`src/rtl/mb_rtu_frame_rx.sv`:
```
// ============================================================================
//  Module   : mb_rtu_frame_rx
//  Purpose  : Modbus RTU frame receiver. Delimits frames by line silence
//             (T1.5 / T3.5), buffers the bytes, filters on station address,
//             optionally verifies CRC-16, and reports one verdict per frame.
//  Options  : define MB_CRC_CHECK_EN to build in the CRC-16 check.
//  Revision : 1.0  initial release
// ============================================================================
`timescale 1ns/1ps
`default_nettype none

module mb_rtu_frame_rx #(
    parameter int CLK_FREQ  = 50000000,
    parameter int BAUD_RATE = 9600,
    parameter int MAX_LEN   = 64
) (
    input  logic                         clk_in,
    input  logic                         rst_n_in,
    input  logic [7:0]                   rx_data,
    input  logic                         rx_done,
    input  logic [7:0]                   slave_addr,
    input  logic [$clog2(MAX_LEN)-1:0]   rd_addr,
    output logic [7:0]                   rd_data,
    output logic                         frame_done,
    output logic                         frame_ok,
    output logic [1:0]                   err_code,
    output logic [$clog2(MAX_LEN):0]     frame_len,
    output logic                         is_bcast,
    output logic                         busy
);

    localparam int AW  = $clog2(MAX_LEN);
    // Above 19200 baud the standard fixes the silence intervals in time.
    localparam int T15 = (BAUD_RATE > 19200) ?
                         int'((64'(CLK_FREQ) * 64'd750) / 64'd1000000) :
                         int'((64'(CLK_FREQ) * 64'd33) / (64'd2 * 64'(BAUD_RATE)));
    localparam int T35 = (BAUD_RATE > 19200) ?
                         int'((64'(CLK_FREQ) * 64'd1750) / 64'd1000000) :
                         int'((64'(CLK_FREQ) * 64'd77) / (64'd2 * 64'(BAUD_RATE)));
    localparam int TW  = $clog2(T35 + 1);

    typedef enum logic [2:0] {
        ST_INIT    = 3'd0,
        ST_IDLE    = 3'd1,
        ST_RECV    = 3'd2,
        ST_GAP     = 3'd3,
        ST_CHECK   = 3'd4,
        ST_DISCARD = 3'd5
    } state_t;

    state_t          state;
    state_t          next_state;
    logic [TW-1:0]   timer;
    logic [AW:0]     count;
    logic [7:0]      addr_byte;
    logic [1:0]      err_latch;
    logic [7:0]      mem [0:MAX_LEN-1];

    logic            start_frame;
    logic            store_byte;
    logic            overrun;
    logic            check_now;
    logic            discard_end;
    logic            t15_hit;
    logic            t35_hit;
    logic            addr_match;
    logic            crc_bad;
    logic            buf_we;
    logic [AW-1:0]   buf_idx;

    assign t15_hit    = (timer >= TW'(T15));
    assign t35_hit    = (timer >= TW'(T35));
    assign addr_match = (addr_byte == slave_addr) || (addr_byte == 8'h00);
    assign busy       = (state != ST_IDLE);
    assign buf_we     = start_frame | store_byte;
    assign buf_idx    = start_frame ? '0 : count[AW-1:0];

`ifdef MB_CRC_CHECK_EN
    logic [15:0] crc;

    // One whole byte of reflected CRC-16 (poly 0xA001) per call.
    function automatic logic [15:0] crc16_byte(input logic [15:0] c, input logic [7:0] d);
        logic [15:0] r;
        r = c ^ {8'h00, d};
        for (int i = 0; i < 8; i++) begin
            r = r[0] ? ((r >> 1) ^ 16'hA001) : (r >> 1);
        end
        return r;
    endfunction

    // Running CRC over every stored byte, CRC bytes included (residual 0 = good).
    always_ff @(posedge clk_in) begin
        if (!rst_n_in) begin
            crc <= 16'hFFFF;
        end else if (start_frame) begin
            crc <= crc16_byte(16'hFFFF, rx_data);
        end else if (store_byte) begin
            crc <= crc16_byte(crc, rx_data);
        end
    end

    assign crc_bad = (crc != 16'h0000);
`else
    assign crc_bad = 1'b0;
`endif

    // Silence timer: restarted by every byte, saturates at T3.5.
    always_ff @(posedge clk_in) begin
        if (!rst_n_in) begin
            timer <= '0;
        end else if (rx_done) begin
            timer <= '0;
        end else if (!t35_hit) begin
            timer <= timer + 1'b1;
        end
    end

    // State register.
    always_ff @(posedge clk_in) begin
        if (!rst_n_in) begin
            state <= ST_INIT;
        end else begin
            state <= next_state;
        end
    end

    // Next-state and control decode; a byte always wins over a timer threshold.
    always_comb begin
        next_state  = state;
        start_frame = 1'b0;
        store_byte  = 1'b0;
        overrun     = 1'b0;
        check_now   = 1'b0;
        discard_end = 1'b0;
        case (state)
            ST_INIT: begin
                if (!rx_done && t35_hit) next_state = ST_IDLE;
            end
            ST_IDLE: begin
                if (rx_done) begin
                    start_frame = 1'b1;
                    next_state  = ST_RECV;
                end
            end
            ST_RECV: begin
                if (rx_done) begin
                    if (count < (AW+1)'(MAX_LEN)) begin
                        store_byte = 1'b1;
                    end else begin
                        overrun    = 1'b1;
                        next_state = ST_DISCARD;
                    end
                end else if (t15_hit) begin
                    next_state = ST_GAP;
                end
            end
            ST_GAP: begin
                if (rx_done) begin
                    overrun    = 1'b1;
                    next_state = ST_DISCARD;
                end else if (t35_hit) begin
                    next_state = ST_CHECK;
                end
            end
            ST_CHECK: begin
                check_now  = 1'b1;
                next_state = ST_IDLE;
            end
            ST_DISCARD: begin
                if (!rx_done && t35_hit) begin
                    discard_end = 1'b1;
                    next_state  = ST_IDLE;
                end
            end
            default: next_state = ST_INIT;
        endcase
    end

    // Frame bookkeeping: byte count, address byte and latched error.
    always_ff @(posedge clk_in) begin
        if (!rst_n_in) begin
            count     <= '0;
            addr_byte <= 8'h00;
            err_latch <= 2'd0;
        end else begin
            if (start_frame) begin
                count     <= (AW+1)'(1);
                addr_byte <= rx_data;
                err_latch <= 2'd0;
            end else if (store_byte) begin
                count <= count + 1'b1;
            end
            if (overrun) err_latch <= 2'd3;
        end
    end

    // Frame buffer storage; deliberately not cleared by reset.
    always_ff @(posedge clk_in) begin
        if (buf_we) mem[buf_idx] <= rx_data;
    end

    // Registered buffer read port.
    always_ff @(posedge clk_in) begin
        if (!rst_n_in) begin
            rd_data <= 8'h00;
        end else begin
            rd_data <= mem[rd_addr];
        end
    end

    // Verdict outputs: change only together with the frame_done pulse.
    always_ff @(posedge clk_in) begin
        if (!rst_n_in) begin
            frame_done <= 1'b0;
            frame_ok   <= 1'b0;
            err_code   <= 2'd0;
            frame_len  <= '0;
            is_bcast   <= 1'b0;
        end else begin
            frame_done <= 1'b0;
            if (check_now) begin
                if (count < (AW+1)'(4)) begin
                    frame_done <= 1'b1;
                    frame_ok   <= 1'b0;
                    err_code   <= 2'd2;
                    frame_len  <= count;
                    is_bcast   <= 1'b0;
                end else if (addr_match) begin
                    // Frames for other stations are dropped without a verdict.
                    frame_done <= 1'b1;
                    frame_len  <= count;
                    if (crc_bad) begin
                        frame_ok <= 1'b0;
                        err_code <= 2'd1;
                        is_bcast <= 1'b0;
                    end else begin
                        frame_ok <= 1'b1;
                        err_code <= 2'd0;
                        is_bcast <= (addr_byte == 8'h00);
                    end
                end
            end else if (discard_end) begin
                frame_done <= 1'b1;
                frame_ok   <= 1'b0;
                err_code   <= err_latch;
                frame_len  <= count;
                is_bcast   <= 1'b0;
            end
        end
    end

endmodule

`default_nettype wire

```
`config.mk`:
```
export PLATFORM = sky130hd
export DESIGN_NAME = mb_rtu_frame_rx
export DESIGN_NICKNAME = d
export VERILOG_FILES = /design/src/rtl/mb_rtu_frame_rx.sv
export SDC_FILE = /design/constraint.sdc
export NUM_CORES = 1
export LEC_CHECK = 0
export BUFFER_PORTS_ARGS = -buffer_cell sky130_fd_sc_hd__buf_2
export CAP_MARGIN = 10
export CORE_UTILIZATION = 25
export CTS_BUF_LIST = sky130_fd_sc_hd__clkbuf_8
export CTS_CLUSTER_SIZE = 8
export DETAILED_ROUTE_END_ITERATION = 6
export GPL_ROUTABILITY_DRIVEN = 1
export PLACE_DENSITY = 0.5
export SKIP_LAST_GASP = 1
export SLEW_MARGIN = 25
export SYNTH_ARGS = -nofsm -noshare
export SYNTH_HDL_FRONTEND = slang
export SYNTH_SLANG_ARGS = --single-unit
```
`constraint.sdc`:
```
create_clock -name clk_in -period 6.2 [get_ports clk_in]
set_input_delay 0.31 -clock clk_in [delete_from_list [all_inputs] [get_ports clk_in]]
set_output_delay 0.31 -clock clk_in [all_outputs]
set_load 0.05 [all_outputs]
```
==> results.json <==
{
  "tightest_slew_ns": 0.982,
  "netlist_area_um2": 22800,
  "min_period_ns": 3.49,
  "p_per_area_nw_per_um2": 298,
  "grt_pass1_wl_mm": 81.4,
  "pin_count": 46,
  "post-cts-setup-buffer-count": 0,
  "hold_viol": 0,
  "hp-start": "rd_addr[3]",
  "die_w_um": 304,
  "synth_cell_types": 61,
  "fin_util_pct": 28.7,
  "combPwrFrac_pct": 7.1,
  "seq_power_share_pct": 55.1,
  "core_area_um2": 90100,
  "rr_worst_depth": 5,
  "max_freq_ghz": 0.286,
  "clock_latency_ns": 0.69,
  "crit_path_end_kind": "flop",
  "slew_headroom_pct": 34.3,
  "core.rowCount": 110,
  "port_buffers": 45,
  "r2r_start": "state[1]",
  "syn_nets": 1247,
  "min_to": "rd_data[0]",
  "clk_pin_slew_ns": 0.06,
  "holdPathStages": 3,
  "skew_ns": 0.0442,
  "dp_cells": 2388,
  "async_flop_share_pct": 0,
  "swShare_pct": 24.2,
  "grt_max_degree": 66,
  "place.gp.congestion": 0.769,
  "antenna_cells": 0,
  "regArea_um2": 16500,
  "antenna_found_initial": 1,
  "setup_viol": 0,
  "vdd_drop_max_mv": 0.138,
  "finalNonFillerCells": 2544,
  "finalCritPeriodShare_pct": 56.3,
  "hpwl_mm": 32.6,
  "tritoncts": "yes",
  "final_layout_size_suffix_gt1_share_pct": 23.0,
  "grt_use_total_pct": 11.7,
  "fillerInstances": 8897,
  "start_kind": "flop",
  "grt_pass1_vias": 12200,
  "clock_path_buffers": 3,
  "avgViaCountPerCell": 4.60,
  "synth_warnings": 0,
  "reg2reg_to": "mem[14][3]",
  "wl_per_cell_um": 21.2,
  "finalSetupTns_ns": 0,
  "p_int_mw": 5.85,
  "start_util_pct": 25.2,
  "drt_iter0_drc": 909,
  "clockPowerShare_pct": 37.9,
  "leakagePower_nw": 8.00,
  "status": "finished, final reports clean",
  "hold_path_class": "input pin to flop",
  "ys_ff_latch": 569,
  "cts_hold_buf": 1,
  "cts.sinks": 569,
  "drtAntennaViolNets": 0,
  "dr.pass1.iters": 5,
  "seq_area_frac_synth_pct": 72.6,
  "cts_resized": 0,
  "syn_inst": 1217,
  "nNetsFinal": 1336,
  "cts_max_level": 3,
  "drt_wl_total_mm": 53.9,
  "path_max_fanout": 14,
  "drc_errors": 0,
  "p_sw_mw": 1.87,
  "required_ns": 6.50,
  "synth_edf_count": 512,
  "rsz0062_at_grt": "false",
  "fp.dieH_um": 304,
  "root_buffer": "clkbuf_8",
  "overflow": 0,
  "multi_input_area_um2": 5880,
  "arrival_ns": 3.79,
  "finalMaxSlewViolations": 0,
  "numCtsBuffers": 91,
  "vias": 11700,
  "synth_top_area_share_pct": 67.6,
  "die_area_um2": 92200,
  "fin_hold_ws_ns": 0.0996,
  "critPathKind": "flop to flop",
  "yosysTopAreaCell": "edfxtp_1",
  "ys_dominant_reg_cell": "edfxtp_1",
  "area_growth_pct": 13.7,
  "r2r_slack_ns": 2.71,
  "cap_violations": 0,
  "yosys-top-cells-area": "edfxtp_1, mux4_2, dfxtp_1",
  "syn_avg_cell_area_um2": 18.7
}
[worst max-delay path, stage by stage (launching register included)]
cell and delay, ns:
dfxtp_1 0.49, clkinv_1 0.27, and3_1 0.43, nor2_1 0.38
nand4_1 0.68, nor2_1 0.87
[cell usage after synthesis (10+ instances only)]
cell type	instances
nand3_1	27
o21ai_0	10
nand4_1	21
clkbuf_1	26
o31ai_1	20
buf_4	11
o211ai_1	10
mux2i_1	36
a21oi_1	46
xnor2_1	10
edfxtp_1	512
nor2_1	90
buf_2	19
dfxtp_1	57
or4_1	10
mux4_2	133
nand2_1	45
[area by class of cell]
cell class	instances	share of cell area, %
clock buffers	91	4.84
clock inverters	64	1.32
inverters	8	0.116
multi-input cells	572	22.7
flip-flops and latches	569	63.8
well taps	1176	5.69
repair buffers	64	1.52
[state kept, by name, summed over array words and instances, names as in the netlist]
name and count:
err_code 2, addr_byte 8, err_latch 1, timer 18
is_bcast 1, frame_ok 1, rd_data 8, mem 512
frame_len 7, count 7, state 3, frame_done 1
[through the flow]
step	total power [mW]	instance area [um^2]	setup slack (ns)
4_1_cts	7.82	25900	2.78
3_5_place_dp	4.88	24300	2.61
2_1_floorplan	4.67	22800	3.67
6_report	7.71	25900	2.71
5_1_grt	8.02	25900	2.52
3_3_place_gp	4.87	24300	2.59
[layout by cell type, fill, tap and decap left out, types with 18 or more instances in the layout]
master | Yosys | final
mux4_2 | 133 | 133
clkbuf_8 | 0 | 91
mux2i_1 | 36 | 36
nand3_1 | 27 | 27
nand2_1 | 45 | 45
o31ai_1 | 20 | 20
edfxtp_1 | 512 | 512
buf_2 | 19 | 42
dfxtp_1 | 57 | 57
a21oi_1 | 46 | 45
clkinv_1 | 3 | 18
nand4_1 | 21 | 21
nor2_1 | 90 | 90
inv_1 | 5 | 42
buf_4 | 11 | 19
[routing by layer]
layer	up-vias	track usage, %	wire length (um)
met5	-	0	20
met4	2	3.31	1030
met3	82	3.03	3150
met2	360	18.2	25100
met1	6074	16.2	24700
li1	5178	-	-
[worst max-delay path by stage]
stage,start,endpoint
floorplan,state[1],mem[49][0]
global placement,rd_addr[0],rd_data[7]
detailed placement,rd_addr[0],rd_data[7]
CTS,state[1],mem[14][3]
global route,state[1],mem[14][3]
finish,state[1],mem[14][3]
[power groups by stage]
stage	Combinational, mW	Clock (mW)	Sequential [mW]
final	0.545	2.92	4.25
after global routing	0.589	3.18	4.25
after CTS	0.554	3.01	4.25
after detailed placement	0.552	0	4.33
after global placement	0.545	0	4.32
after floorplan	0.349	0	4.32
[cell families (layout without fill, tap and decap cells)]
kind of cell,count (synthesis),after routing,share of synthesized area [%]
AOI/OAI and AO/OA,122,122,3.51
adders and majority gates,5,5,0.275
xor gates and xnor gates,13,13,0.500
and+or+nand+nor,249,249,5.45
muxes,183,183,16.0
DFF,569,569,72.6
buffers and inverters,76,227,1.70
(Power assumes the default switching activity.)
